## config.mk

```make
export PLATFORM = sky130hd
export DESIGN_NAME = bram_sp_ctrl_flat
export DESIGN_NICKNAME = d
export VERILOG_FILES = /design/src/rtl/bram_sp_ctrl_pkg.sv /design/src/rtl/bram_sp_ctrl_if.sv /design/src/rtl/bram_sp_ctrl.sv /design/src/flat_wrapper.sv
export SDC_FILE = /design/constraint.sdc
export NUM_CORES = 1
export LEC_CHECK = 0
export ABC_CLOCK_PERIOD_IN_PS = 2800
export CELL_PAD_IN_SITES_DETAIL_PLACEMENT = 2
export CELL_PAD_IN_SITES_GLOBAL_PLACEMENT = 2
export CORE_AREA = 2 2 158 83
export DETAILED_ROUTE_END_ITERATION = 7
export DIE_AREA = 0 0 160 85
export HOLD_SLACK_MARGIN = 0.02
export PLACE_DENSITY = 0.84
export SYNTH_ARGS = -nofsm -noshare
export SYNTH_HDL_FRONTEND = slang
export SYNTH_SLANG_ARGS = --single-unit
export TNS_END_PERCENT = 50
```

## constraint.sdc

```tcl
create_clock -name clk -period 2.8 [get_ports clk]
set_input_delay 0.84 -clock clk [delete_from_list [all_inputs] [get_ports clk]]
set_output_delay 0.84 -clock clk [all_outputs]
set_load 0.05 [all_outputs]
```

## src/rtl/bram_sp_ctrl_pkg.sv

```systemverilog
// Shared types and defaults for the single-port BRAM initiator.
package bram_sp_ctrl_pkg;

  // Default geometry, matching the BRAM the controller normally drives
  localparam int unsigned DEF_WIDTH = 36;
  localparam int unsigned DEF_DEPTH = 1024;

  // Controller modes: serve the client, or fill the whole array
  typedef enum logic [0:0] {
    IDLE  = 1'b0,
    CLEAR = 1'b1
  } state_t;

endpackage

```

## src/rtl/bram_sp_ctrl_if.sv

```systemverilog
// Client-side request/response channels of the BRAM initiator.
interface bram_sp_ctrl_if #(
  parameter int unsigned WIDTH = 36,
  parameter int unsigned AW    = 10
);

  logic             req_valid;
  logic             req_ready;
  logic             req_rw;
  logic [AW-1:0]    req_addr;
  logic [WIDTH-1:0] req_data;
  logic             rsp_valid;
  logic             rsp_ready;
  logic [WIDTH-1:0] rsp_data;

  // Client side
  modport master (
    output req_valid, req_rw, req_addr, req_data, rsp_ready,
    input  req_ready, rsp_valid, rsp_data
  );

  // Controller side
  modport slave (
    input  req_valid, req_rw, req_addr, req_data, rsp_ready,
    output req_ready, rsp_valid, rsp_data
  );

endinterface

```

## src/rtl/bram_sp_ctrl.sv

```systemverilog
// Initiator for a pseudo single-ported BRAM with a 1-cycle registered read.
// Serves one client over valid/ready request and response channels and
// offers a bulk CLEAR that writes CLEAR_VALUE to every address.
module bram_sp_ctrl
  import bram_sp_ctrl_pkg::*;
#(
  parameter int unsigned      WIDTH       = DEF_WIDTH,
  parameter int unsigned      DEPTH       = DEF_DEPTH,
  parameter logic [WIDTH-1:0] CLEAR_VALUE = '0
) (
  input  logic                     clk,
  input  logic                     rst,
  bram_sp_ctrl_if.slave            bus,
  input  logic                     i_clear_start,
  output logic                     o_clear_busy,
  output logic                     o_clear_done,
  output logic                     o_mem_en,
  output logic                     o_mem_rw,
  output logic [$clog2(DEPTH)-1:0] o_mem_addr,
  output logic [WIDTH-1:0]         o_mem_data_in,
  input  logic [WIDTH-1:0]         i_mem_data_out
);

  localparam int unsigned   AW        = $clog2(DEPTH);
  localparam logic [AW-1:0] LAST_ADDR = AW'(DEPTH - 1);

  state_t        r_state;
  state_t        w_state_nxt;
  logic [AW-1:0] r_cnt;
  logic [AW-1:0] w_cnt_nxt;
  logic          r_rsp_valid;
  logic          w_rsp_valid_nxt;
  logic          r_clear_done;
  logic          w_clear_done_nxt;
  logic          w_rsp_stall;
  logic          w_req_ready;
  logic          w_accept;

  // A response the client has not taken blocks new requests, so the BRAM
  // output register is never overwritten before it is consumed
  always_comb begin
    w_rsp_stall = r_rsp_valid && !bus.rsp_ready;
    w_req_ready = (r_state == IDLE) && !w_rsp_stall;
    w_accept    = bus.req_valid && w_req_ready && !rst;
  end

  // State, clear counter, response flag and done pulse
  always_ff @(posedge clk or posedge rst) begin
    if (rst) begin
      r_state      <= IDLE;
      r_cnt        <= '0;
      r_rsp_valid  <= 1'b0;
      r_clear_done <= 1'b0;
    end else begin
      r_state      <= w_state_nxt;
      r_cnt        <= w_cnt_nxt;
      r_rsp_valid  <= w_rsp_valid_nxt;
      r_clear_done <= w_clear_done_nxt;
    end
  end

  // Next state and BRAM port drive; an accepted request reaches the BRAM in
  // the same cycle, a clear_start alongside it takes effect one cycle later
  always_comb begin
    w_state_nxt      = r_state;
    w_cnt_nxt        = r_cnt;
    w_clear_done_nxt = 1'b0;
    o_mem_en         = 1'b0;
    o_mem_rw         = 1'b0;
    o_mem_addr       = '0;
    o_mem_data_in    = '0;
    case (r_state)
      IDLE: begin
        if (w_accept) begin
          o_mem_en      = 1'b1;
          o_mem_rw      = bus.req_rw;
          o_mem_addr    = bus.req_addr;
          o_mem_data_in = bus.req_data;
        end
        if (i_clear_start) begin
          w_state_nxt = CLEAR;
          w_cnt_nxt   = '0;
        end
      end
      CLEAR: begin
        o_mem_en      = 1'b1;
        o_mem_rw      = 1'b1;
        o_mem_addr    = r_cnt;
        o_mem_data_in = CLEAR_VALUE;
        // Terminal compare rather than wrap, so non-power-of-2 depths stop
        // at the last real word
        if (r_cnt == LAST_ADDR) begin
          w_state_nxt      = IDLE;
          w_cnt_nxt        = '0;
          w_clear_done_nxt = 1'b1;
        end else begin
          w_cnt_nxt = r_cnt + AW'(1);
        end
      end
      default: w_state_nxt = IDLE;
    endcase
  end

  // Response flag: set by an accepted read, dropped on handshake unless a
  // new read is accepted in the same cycle
  always_comb begin
    w_rsp_valid_nxt = r_rsp_valid;
    if (w_accept && !bus.req_rw) begin
      w_rsp_valid_nxt = 1'b1;
    end else if (r_rsp_valid && bus.rsp_ready) begin
      w_rsp_valid_nxt = 1'b0;
    end
  end

  assign bus.req_ready = w_req_ready;
  assign bus.rsp_valid = r_rsp_valid;
  assign bus.rsp_data  = i_mem_data_out;
  assign o_clear_busy  = (r_state == CLEAR);
  assign o_clear_done  = r_clear_done;

endmodule
```

## src/flat_wrapper.sv

```systemverilog
// flat-port wrapper written by rule: the top's interface ports become plain ports
module bram_sp_ctrl_flat import bram_sp_ctrl_pkg::*;
#(
  parameter int unsigned      WIDTH       = DEF_WIDTH,
  parameter int unsigned      DEPTH       = DEF_DEPTH,
  parameter logic [WIDTH-1:0] CLEAR_VALUE = '0
)
  (clk, rst, i_clear_start, o_clear_busy, o_clear_done, o_mem_en, o_mem_rw, o_mem_addr, o_mem_data_in, i_mem_data_out, bus_req_valid, bus_req_rw, bus_req_addr, bus_req_data, bus_rsp_ready, bus_req_ready, bus_rsp_valid, bus_rsp_data);
  bram_sp_ctrl_if #(.WIDTH(WIDTH)) bus_i ();
  input  logic clk;
  input  logic rst;
  input  logic i_clear_start;
  output logic o_clear_busy;
  output logic o_clear_done;
  output logic o_mem_en;
  output logic o_mem_rw;
  output logic [$clog2(DEPTH)-1:0] o_mem_addr;
  output logic [WIDTH-1:0] o_mem_data_in;
  input  logic [WIDTH-1:0] i_mem_data_out;
  input wire logic [$bits(bus_i.req_valid)-1:0] bus_req_valid;
  input wire logic [$bits(bus_i.req_rw)-1:0] bus_req_rw;
  input wire logic [$bits(bus_i.req_addr)-1:0] bus_req_addr;
  input wire logic [$bits(bus_i.req_data)-1:0] bus_req_data;
  input wire logic [$bits(bus_i.rsp_ready)-1:0] bus_rsp_ready;
  output wire logic [$bits(bus_i.req_ready)-1:0] bus_req_ready;
  output wire logic [$bits(bus_i.rsp_valid)-1:0] bus_rsp_valid;
  output wire logic [$bits(bus_i.rsp_data)-1:0] bus_rsp_data;
  assign bus_i.req_valid = bus_req_valid;
  assign bus_i.req_rw = bus_req_rw;
  assign bus_i.req_addr = bus_req_addr;
  assign bus_i.req_data = bus_req_data;
  assign bus_i.rsp_ready = bus_rsp_ready;
  assign bus_req_ready = bus_i.req_ready;
  assign bus_rsp_valid = bus_i.rsp_valid;
  assign bus_rsp_data = bus_i.rsp_data;
  bram_sp_ctrl #(.WIDTH(WIDTH), .DEPTH(DEPTH), .CLEAR_VALUE(CLEAR_VALUE)) u_core (.clk(clk), .rst(rst), .bus(bus_i), .i_clear_start(i_clear_start), .o_clear_busy(o_clear_busy), .o_clear_done(o_clear_done), .o_mem_en(o_mem_en), .o_mem_rw(o_mem_rw), .o_mem_addr(o_mem_addr), .o_mem_data_in(o_mem_data_in), .i_mem_data_out(i_mem_data_out));
endmodule
```

Word level (Yosys, flattened, before mapping)
Cells that the tools add are included.
{"block": "totals", "register_bits": 13, "inputBits": 88, "output_inout_bits": 88, "elab_cells": 37}
{"block": "op_classes", "addsub": 1, "n_eq_ne": 2, "muxes": 18, "bitwise_logic": 1, "reduce_logical": 11}
{"operator": "$pmux W36 S2", "count": 1}
{"operator": "$pmux W10 S2", "count": 2}
{"operator": "$mux W36", "count": 1}
{"operator": "$mux W10", "count": 3}
{"operator": "$add A10 B1 Y10 const B", "count": 1}
{"operator": "$eq A10 B10 Y1 const B", "count": 1}
{"operator": "$mux W1", "count": 8}
{"operator": "$logic_and A1 B1 Y1", "count": 6}
{"operator": "$pmux W1 S2", "count": 3}
{"operator": "$logic_not A1 Y1", "count": 4}
{"operator": "$ne A2 B2 Y1 const B", "count": 1}
{"operator": "$reduce_bool A2 Y1", "count": 1}
{"operator": "$not A1 Y1", "count": 1}

Longest topological paths before layout
Gate-level depths: netlist (run 1).
{"block": "depth", "word_depth": 8, "depth_mapped": 6, "depth_no_buf": 5}

Least setup slack after synthesis (run 1)
OpenSTA, ideal clock, no wires.
{"block": "synth_timing", "path_kind": "in2out", "start": "input port rst", "end": "output port o_mem_data_in[15]", "arrival_time_ps": 2138, "required_ps": 1960, "slack_ps": -178, "stages": 6, "path_buffers": 2, "path_cell_list": "inv_1 > nand3b_1 > nor2_2 > buf_4 > buf_4 > and2_1"}
{"block": "synth_between", "elab_chain_len": 4}
{"element": "from (decl)", "line": "flat_wrapper.sv:11", "source": "input logic rst;"}
{"element": "$logic_not A1 Y1", "line": "bram_sp_ctrl.sv:44", "source": "w_accept = bus.req_valid && w_req_ready && !rst;"}
{"element": "$logic_and A1 B1 Y1", "line": "bram_sp_ctrl.sv:44"}
{"element": "$mux W36", "line": "bram_sp_ctrl.sv:74", "source": "if (w_accept) begin"}
{"element": "$pmux W36 S2", "line": "bram_sp_ctrl.sv:72", "source": "case (r_state)"}
{"element": "to (decl)", "line": "flat_wrapper.sv:18", "source": "output logic [WIDTH-1:0] o_mem_data_in;"}
No other way between the ends.

Worst setup path after layout (run 1)
{"block": "layout_timing", "start": "input port rst", "end": "output port o_mem_data_in[4]"}
Same word-level chain as after synthesis.

==> summary.txt, run 1 <==
Synthesis
  – Unique cell type count in the Yosys netlist: 32
  – Post-synth EDFFs: 0
  – Yosys warnings: 0
  – Share of synthesized registers carrying an async set or reset: 100%
  – Flops & latches, synth: 13
  – Synthesized area: 0.00132 mm^2
  – Ys flop type: dfrtp_1
  – Mapped Avg Cell Area: 8.03 um^2
  – Post-Synthesis Cells: 164
  – Sequential fraction of the synthesis area: about a quarter
  – Area leader, netlist: dfrtp_1
  – Synth top area cells: dfrtp_1 25%, buf_4 23%, and2_1 17%
  – Synth top area share: 24.7%
  – Syn Nets: 253

Routing
  – Post-route DRC: 0
  – Via density: 3.57
  – Highest Signal Layer: met4
  – Routed length on met1: around 3400 um
  – Drt wl/cell: approximately 17 um
  – Drt first pass iters: 4
  – Met2 wire length: approximately 3200 um
  – Routed WL: 6980 um
  – Antenna-violating nets left: 0
  – Met3 wire length: 377 um
  – Detailed-route via count: between 1k and 1.5k
  – 1st-iter DRT viols: 35

Critical path
  – WP data arrival: just under 2000 ps
  – CP delay by family, top: buffers and inverters
  – Reg2reg end: u_core.r_cnt[7]$_DFFE_PP0P_
  – Crit-path max FO: 11
  – CP endpoint kind: primary output
  – Worst reg2reg startpoint: u_core.r_cnt[0]$_DFFE_PP0P_
  – Startpoint types: input port
  – R2r worst-path depth: 5
  – Setup CP Type: in -> out
  – Most numerous cell on the critical path: buf_12
  – Cell with the largest stage delay on the worst path: nor2_4
  – CP bufs+invs: 5
  – WP data required: 1960 ps
  – R2R Setup Slk: 880 ps
  – Crit. Startpoint: rst
  – Worst path cell trace: buf_6, clkinvlp_4, nand3b_1, nor2_4, buf_12, clkbuf_16, and2_4, buf_12
  – Max incr delay on CP: approximately 190 ps

Global route
  – Total Routing Usage GR: under 10%
  – Vias in the first global route: approximately 1.6k
  – Initial antenna violation count: 0
  – Grt ovf: 0
  – Pin count of the biggest net entering global routing: 28
  – First-pass GRT wire length: roughly 10,000 um

Die
  – Die Span X: 160 um
  – Initial Util: 10.7%
  – Placement row count: 29
  – Die area: 0.0136 mm^2
  – Die height: 85 um
  – # IOs: roughly 180
  – Core Box Area: 0.0123 mm^2

Flow run
  – Maxcap violations: 0

Outcome
  – Failing checks: negative setup slack
  – Outcome: finished, violations left

STA
  – Count of final hold-check violations: 0
  – Skew final: 1.95 ps
  – Minimum clock period: about 2800 ps
  – Final number of setup-violating endpoints: 8
  – RSZ-0062 raised after global routing: yes
  – Worst slew pin tran: roughly 540 ps
  – Max transition margin: 64.1%
  – Final period util: 100%
  – Setup TNS: -27.7 ps
  – FMAX: 356 MHz
  – Setup slack after layout: -6.84 ps
  – Max-slew violations: 0

Pwr
  – Power Density: between 400 and 500 mW/mm^2
  – VDD IR-drop max: 343 uV
  – Lkg Pwr: around 1.3 nW

Finish
  – # diodes: 0
  – Layout area overhead: 142%
  – Commonest non-fill, non-tap cell in the layout: buf_12
  – Final #Nets: 330
  – FF/Latch Area: around 330 um^2
  – Layout cells sized above 1: 50.0%
  – Most frequent cells in the layout: 52 x buf_12, 50 x clkdlybuf4s50_1, 28 x and2_4, 13 x dfrtp_1, 9 x nand2_1
  – Fillcell total: 1,356
  – Area of the multi-input gates: 803 um^2

CTS
  – H-tree levels: 1
  – Clk sink count: 13
  – Clk_lat worst skew: 240 ps
  – Hold bufs inserted after CTS: 0
  – Cts bufs inserted: 3
  – CTS max path bufs: 2
  – Clock slew at reported path FFs: approximately 50 ps
  – CTS root buffer: clkbuf_16
  – CTS tree: yes

Placed design
  – PortBufs: 103
  – Hpwl dp: 5130 um
  – Pre-CTS WS: -383 ps
  – GP Congestion: about 0.79

Min path
  – Type of the worst min-delay path: in -> async
## worst max path at each step
stage                              endpoint  depth (start not counted)
after global placement             o_mem_en                          7
after detailed placement           o_mem_en                          7
final                      o_mem_data_in[4]                          8
after global routing       o_mem_data_in[9]                          8
after floorplan           o_mem_data_in[11]                          5
after CTS                  o_mem_data_in[8]                          8
## through the flow
step                      util [%]  power (mW)  hold slack (ps)  cells  instance area (um^2)
after floorplan                  -       0.779              512    164                  1350
after global placement        23.0       0.991              580    398                  2830
after detailed placement      23.0        1.02              608    398                  2830
after CTS                     25.0        1.32              616    407                  3070
after global routing          26.0        1.38              650    410                  3180
final                         26.0        1.32              620    410                  3180
## cell type report
type                    instances  share of cell area, %
repair buffers                116                   54.8
multi-input cells             103                   25.2
clock buffers                   4                   2.48
flip-flops and latches         13                   10.2
well taps                     170                   6.68
inverters                       4                  0.589
## worst min-delay path: cells and delay by family
kind                   cells  cell delay, ps
buffers and inverters      3             390
## registers in the layout, summed over array words and instances, names as in the netlist
name	count
u_core.bus.rsp_valid	1
u_core.o_clear_busy	1
u_core.r_cnt	10
u_core.o_clear_done	1
## power by group
part	internal [mW]	leakage [nW]	total, mW	switching [mW]
Combinational	0.371	1.07	0.697	0.326
Clock	0.193	0.0382	0.276	0.0832
Sequential	0.237	0.158	0.346	0.108
Total	0.801	1.26	1.32	0.517
## what timing repair did
action,CTS,global route
pin swaps,7,25
cloned,3,2
setup endpoints to repair,48,48
setup buffers,2,1
resized for setup,24,26
## logic make-up (layout without fill, tap and decap cells)
kind of cell / after synthesis / count (layout) / share of synthesized area (%)
AO/OA/AOI/OAI: 32 / 32 / 17.8
buffers and inverters: 48 / 124 / 25.2
adder cells (fa/ha/maj): 1 / 1 / 0.950
XOR/XNOR: 2 / 2 / 1.33
AND/OR/NAND/NOR: 68 / 68 / 30.1
flip-flops: 13 / 13 / 24.7
## synth_stat cells (all sizes together) (3+ instances only)
cell type  instances
buf               41
and2              36
a22o              13
dfrtp             13
nand2              9
nor2               7
nand3              6
o21ai              6
a21oi              4
inv                4
a31oi              3
clkbuf             3
## routing by layer
layer,up-vias,GRT usage [%]
met3,2,2.59
met2,63,15.9
met5,-,0
met1,725,12.9
li1,675,-
met4,0,1.80
(Power assumes the default switching activity.)
==> run 2: changes to the inputs <==
Settings changed: CTS_BUF_LIST set to sky130_fd_sc_hd__clkbuf_16.
==> run 2 against run 1 <==
Compared with the run above:
- first-iteration DRC count is 2.9% higher
- the run still ends with negative setup slack left
- critical path depth stayed put
- flip-flop and latch count stayed put
- total power is 0.25% lower
- worst setup slack stayed put
- register-to-register slack hardly changed
- clock skew hardly changed
- hold slack hardly changed
- via count stayed put
==> summary.txt, run 2 (synthesized netlist as in run 1, its figures left out) <==
Outcome
  – Outcome: finished, violations left
  – Failing checks: negative setup slack

Critical path
  – Max incr delay on CP: 190 ps (about the same)
  – Startpoint types: input port
  – CP endpoint kind: primary output
  – WP data arrival: 1970 ps (about the same)
  – R2r worst-path depth: 5 (unchanged)
  – Cell with the largest stage delay on the worst path: nor2_4
  – WP data required: 1960 ps (about the same)
  – Most numerous cell on the critical path: buf_12
  – Worst path cell trace: buf_6, clkinvlp_4, nand3b_1, nor2_4, buf_12, clkbuf_16, and2_4, buf_12
  – Worst reg2reg startpoint: u_core.r_cnt[0]$_DFFE_PP0P_
  – Crit-path max FO: 11 (unchanged)
  – R2R Setup Slk: 880 ps (about the same)
  – Setup CP Type: in -> out
  – Reg2reg end: u_core.r_cnt[7]$_DFFE_PP0P_

Routing
  – Drt first pass iters: 4 (unchanged)
  – Via density: 3.57 (unchanged)
  – Highest Signal Layer: met4
  – Routed WL: 6980 um (about the same)
  – Antenna-violating nets left: 0 (unchanged)
  – Routed length on met1: 3350 um (about the same)
  – Drt wl/cell: 17.0 um (about the same)
  – Met3 wire length: 377 um (unchanged)
  – Post-route DRC: 0 (unchanged)
  – 1st-iter DRT viols: 36 (+2.9%)
  – Detailed-route via count: 1,465 (unchanged)
  – Met2 wire length: 3220 um (about the same)

Placed design
  – Hpwl dp: 5130 um (unchanged)
  – GP Congestion: 0.792 (unchanged)
  – PortBufs: 103 (unchanged)
  – Pre-CTS WS: -383 ps (unchanged)

Global route
  – Total Routing Usage GR: 9.68% (unchanged)
  – Initial antenna violation count: 0 (unchanged)
  – Vias in the first global route: 1,646 (unchanged)
  – First-pass GRT wire length: 10,100 um (unchanged)
  – Grt ovf: 0 (unchanged)
  – Pin count of the biggest net entering global routing: 28 (unchanged)

STA
  – Minimum clock period: 2810 ps (unchanged)
  – Count of final hold-check violations: 0 (unchanged)
  – Worst slew pin tran: 537 ps (+0.000894 ps)
  – Skew final: 2.29 ps (+0.342 ps)
  – FMAX: 356 MHz (unchanged)
  – Final period util: 100% (unchanged)
  – Max-slew violations: 0 (unchanged)
  – Setup slack after layout: -6.84 ps (unchanged)
  – RSZ-0062 raised after global routing: yes
  – Final number of setup-violating endpoints: 8 (unchanged)
  – Max transition margin: 64.1% (unchanged)

Finish
  – Reg with most FFs: u_core.r_cnt
  – Area of the multi-input gates: 803 um^2 (unchanged)
  – Commonest non-fill, non-tap cell in the layout: buf_12
  – Final #Nets: 330 (unchanged)
  – Most frequent cells in the layout: 52 x buf_12, 50 x clkdlybuf4s50_1, 28 x and2_4, 13 x dfrtp_1, 9 x nand2_1
  – Fillcell total: 1,356 (unchanged)
  – Layout area overhead: 142% (unchanged)
  – Largest register FFs: 10 (unchanged)
  – Layout cells sized above 1: 50.0% (unchanged)
  – FF/Latch Area: 325 um^2 (unchanged)
  – Finished Core Util: 26.0% (unchanged)
  – # diodes: 0 (unchanged)

Die
  – # IOs: 176 (unchanged)
  – Die height: 85 um (unchanged)
  – Core Box Area: 0.0123 mm^2 (unchanged)
  – Die area: 0.0136 mm^2 (unchanged)
  – Initial Util: 10.7% (unchanged)
  – Die Span X: 160 um (unchanged)
  – Placement row count: 29 (unchanged)

CTS
  – CTS tree: yes
  – Clk_lat worst skew: 240 ps (about the same)
  – CTS max path bufs: 2 (unchanged)
  – Cts bufs inserted: 3 (unchanged)
  – CTS root buffer: clkbuf_16
  – Clock slew at reported path FFs: 50 ps (about the same)
  – H-tree levels: 1 (unchanged)
  – Clk sink count: 13 (unchanged)
  – Hold bufs inserted after CTS: 0 (unchanged)

Pwr
  – Total power after layout: 1.31 mW (-0.25%)
  – Power Density: 413 mW/mm^2 (-0.25%)
  – Lkg Pwr: 1.27 nW (+0.33%)
  – VDD IR-drop max: 343 uV (about the same)

Flow run
  – Maxcap violations: 0 (unchanged)

Min path
  – Type of the worst min-delay path: in -> async
==> run 2: cell count changes in the layout (fill, tap and decap cells not counted) <==
cell / change
inv_1: +1
clkbuf_1: -1
==> run 2: area by class of cell <==
cell class                 instances  area share, %
multi-input combinational        103           25.2
inverter                           4          0.589
tap                              170           6.68
timing repair buffer             116           54.8
sequential                        13           10.2
clock buffer                       3           2.36
clock inverter                     1          0.118
==> run 2: critical path: cells and delay by family <==
kind / cells / cell delay (ps)
buf+inv: 5 / 650
simple gates: 3 / 480
==> run 2: how the worst max path moves through the flow <==
stage	startpoint	endpoint
after floorplan	rst	o_mem_data_in[11]
after global placement	rst	o_mem_en
after detailed placement	rst	o_mem_en
after CTS	rst	o_mem_data_in[8]
after global routing	rst	o_mem_data_in[9]
final	rst	o_mem_data_in[4]
==> run 2: timing repair <==
item	in CTS	in global routing
setup buffers	2	1
pin swaps	7	25
endpoints found under the setup margin	48	48
gates resized for setup	24	26
cloned	3	2
==> run 2: through the flow <==
step           TNS, ps  area [um^2]  instances  hold slack, ps
3_5_place_dp    -14660         2830        398             608
4_1_cts          -1120         3070        407             616
3_3_place_gp    -13100         2830        398             580
5_1_grt          -3480         3180        410             650
6_report         -27.7         3180        410             620
2_1_floorplan        0         1350        164             512
==> run 2: where the power goes <==
part | total, mW | internal, mW | switching [mW]
sequential | 0.346 | 0.237 | 0.108
clock | 0.272 | 0.189 | 0.0836
combinational | 0.697 | 0.371 | 0.326
==> run 2: layer usage <==
layer | global-route usage [%] | up-vias
met2 | 15.9 | 63
li1 | - | 675
met4 | 1.80 | 0
met1 | 12.9 | 725
met5 | 0 | -
met3 | 2.59 | 2
==> run 3: changes to the inputs <==
Settings changed: CELL_PAD_IN_SITES_DETAIL_PLACEMENT 2 to 1, CELL_PAD_IN_SITES_GLOBAL_PLACEMENT 2 to 1, CORE_AREA 2 2 158 83 to 2 2 136 72, DIE_AREA 0 0 160 85 to 0 0 138 74, PLACE_DENSITY 0.84 to 0.82.
==> run 3 against run 2 <==
Compared with the run above:
- the flow still finishes with violations (negative setup slack)
- sequential share of layout area up 0.069 points
- cell count is 12% lower
- worst setup slack about the same
- global-route usage up 0.48 points
- largest power group unchanged
==> summary.txt, run 3 (synthesized netlist as in run 1, its figures left out) <==
STA
  – Final period util: 100% (about the same)
  – Worst slew pin tran: 513 ps (-24.4 ps)
  – Final hold slack: 613 ps (-6.85 ps)
  – RSZ-0062 raised after global routing: yes
  – FMAX: 356 MHz (about the same)
  – Count of final hold-check violations: 0 (unchanged)
  – Minimum clock period: 2810 ps (+0.0881 ps)
  – Skew final: 2.54 ps (+0.256 ps)
  – Setup slack after layout: -6.93 ps (-0.0882 ps)
  – Max-slew violations: 0 (unchanged)
  – Final number of setup-violating endpoints: 2 (-6)
  – Max transition margin: 65.7% (+1.6 points)

Placed design
  – Area post-placement: 0.00277 mm^2 (-1.9%)
  – Hpwl dp: 4190 um (-18%)
  – GP Congestion: 0.761 (-4.0%)
  – PortBufs: 103 (unchanged)
  – # placed instances: 350 (-12%)

Finish
  – Reg with most FFs: u_core.r_cnt
  – Finished Core Util: 34.9% (+8.9 points)
  – Largest register FFs: 10 (unchanged)
  – Fin cells: 362 (-12%)
  – # diodes: 0 (unchanged)
  – Final #Nets: 331 (+0.30%)
  – Most frequent cells in the layout: 51 x buf_12, 50 x clkdlybuf4s50_1, 36 x and2_4, 13 x dfrtp_1
  – Layout area overhead: 140%
  – Commonest non-fill, non-tap cell in the layout: buf_12
  – Fin area: 0.00316 mm^2 (-0.67%)
  – Layout cells sized above 1: 50.6% (+0.62 points)

Die
  – Die Span X: 138 um (-14%)
  – Die height: 74 um (-13%)
  – # IOs: 176 (unchanged)
  – Initial Util: 14.5% (+3.8 points)
  – Placement row count: 25 (-14%)
  – Die area: 0.0102 mm^2 (-25%)
  – Core Box Area: 0.00907 mm^2 (-26%)

Routing
  – Post-route DRC: 0 (unchanged)
  – 1st-iter DRT viols: 36 (unchanged)
  – Met3 wire length: 287 um (-24%)
  – Routed WL: 5770 um (-17%)
  – Drt first pass iters: 4 (unchanged)
  – Highest Signal Layer: met4
  – Detailed-route via count: 1,457 (-0.55%)
  – Via density: 4.02 (+13%)
  – Antenna-violating nets left: 0 (unchanged)
  – Routed length on met1: 2590 um (-23%)
  – Drt wl/cell: 15.9 um (-6.4%)
  – Met2 wire length: 2860 um (-11%)

Critical path
  – Worst path cell trace: clkdlybuf4s15_1, nor2b_2, nor2_4, buf_6, clkbuf_16, a22o_4, buf_12
  – Startpoint types: input port
  – Max incr delay on CP: 220 ps (+30 ps)
  – Worst reg2reg startpoint: u_core.r_cnt[0]$_DFFE_PP0P_
  – R2R Setup Slk: 990 ps (+110 ps)
  – CP bufs+invs: 4 (-1)
  – WP data arrival: 1970 ps (about the same)
  – Reg2reg end: u_core.r_cnt[7]$_DFFE_PP0P_
  – Crit-path max FO: 7 (-4)
  – CP delay by family, top: buffers and inverters
  – Cell with the largest stage delay on the worst path: a22o_4
  – Setup CP Type: in -> out
  – CP endpoint kind: primary output
  – R2r worst-path depth: 5 (unchanged)
  – WP data required: 1960 ps (about the same)

CTS
  – CTS max path bufs: 2 (unchanged)
  – Clk sink count: 13 (unchanged)
  – H-tree levels: 1 (unchanged)
  – CTS tree: yes
  – Cts bufs inserted: 3 (unchanged)
  – Clk_lat worst skew: 240 ps (about the same)
  – Hold bufs inserted after CTS: 0 (unchanged)
  – CTS root buffer: clkbuf_16
  – Clock slew at reported path FFs: 50 ps (about the same)

Pwr
  – Power Density: 419 mW/mm^2 (+1.5%)
  – VDD IR-drop max: 402 uV (+17%)
  – Lkg Pwr: 1.28 nW (+1.3%)

Flow run
  – Maxcap violations: 0 (unchanged)

Global route
  – Initial antenna violation count: 0 (unchanged)
  – Grt ovf: 0 (unchanged)
  – Total Routing Usage GR: 10.2% (+0.48 points)
  – Pin count of the biggest net entering global routing: 28 (unchanged)
  – Vias in the first global route: 1,527 (-7.2%)
  – First-pass GRT wire length: 8130 um (-20%)

Outcome
  – Failing checks: negative setup slack
  – Outcome: finished, violations left

Min path
  – Type of the worst min-delay path: in -> async
-- run 3: report_power, final --
group | switching (mW) | internal (mW)
clock | 0.0780 | 0.188
combinational | 0.321 | 0.393
sequential | 0.108 | 0.238
-- run 3: final cells by class --
type | instances | area (um^2)
Fill cell | 994 | 5910
Clock buffer | 3 | 75.1
Multi-Input combinational cell | 103 | 838
Clock inverter | 1 | 3.75
Sequential cell | 13 | 325
Inverter | 4 | 18.8
Tap cell | 121 | 151
Timing Repair Buffer | 117 | 1750
-- run 3: what timing repair did --
action                                  in CTS  in global routing
pin swaps                                    5                 36
endpoints found under the setup margin      48                 47
gates resized for setup                     19                 48
gates cloned                                 2                  3
setup buffers                                2                  1
-- run 3: how the worst max path moves through the flow --
stage               cells past startpoint          start                 to
detailed placement                      7            rst  o_mem_data_in[11]
floorplan                               5            rst  o_mem_data_in[11]
CTS                                     8            rst      o_mem_addr[3]
finish                                  7  bus_rsp_ready      o_mem_addr[4]
global route                            8            rst  o_mem_data_in[34]
global placement                        7            rst           o_mem_en
-- run 3: worst reg2reg max path: cells and delay by family (launching register included) --
| family | cells | cell delay (ps) |
|---|---|---|
| DFF | 1 | 510 |
| AOI/OAI and AO/OA | 3 | 690 |
| adders and majority gates | 1 | 280 |
| and+or+nand+nor | 1 | 210 |
-- run 3: per-stage QoR --
stage / power [mW] / setup TNS [ps] / worst slack, ps
3_3_place_gp: 0.984 / -13870 / -344
5_1_grt: 1.40 / -1390 / -60.3
6_report: 1.33 / -8.16 / -6.93
4_1_cts: 1.28 / -66.8 / -17.4
2_1_floorplan: 0.779 / 0 / 48.1
3_5_place_dp: 1.00 / -15160 / -386
-- run 3: per-layer routing --
metal | global-route usage [%] | vias to the layer above
met1 | 13.2 | 714
met3 | 3.09 | 2
li1 | - | 674
met5 | 0 | -
met2 | 17.2 | 67
met4 | 2.04 | 0
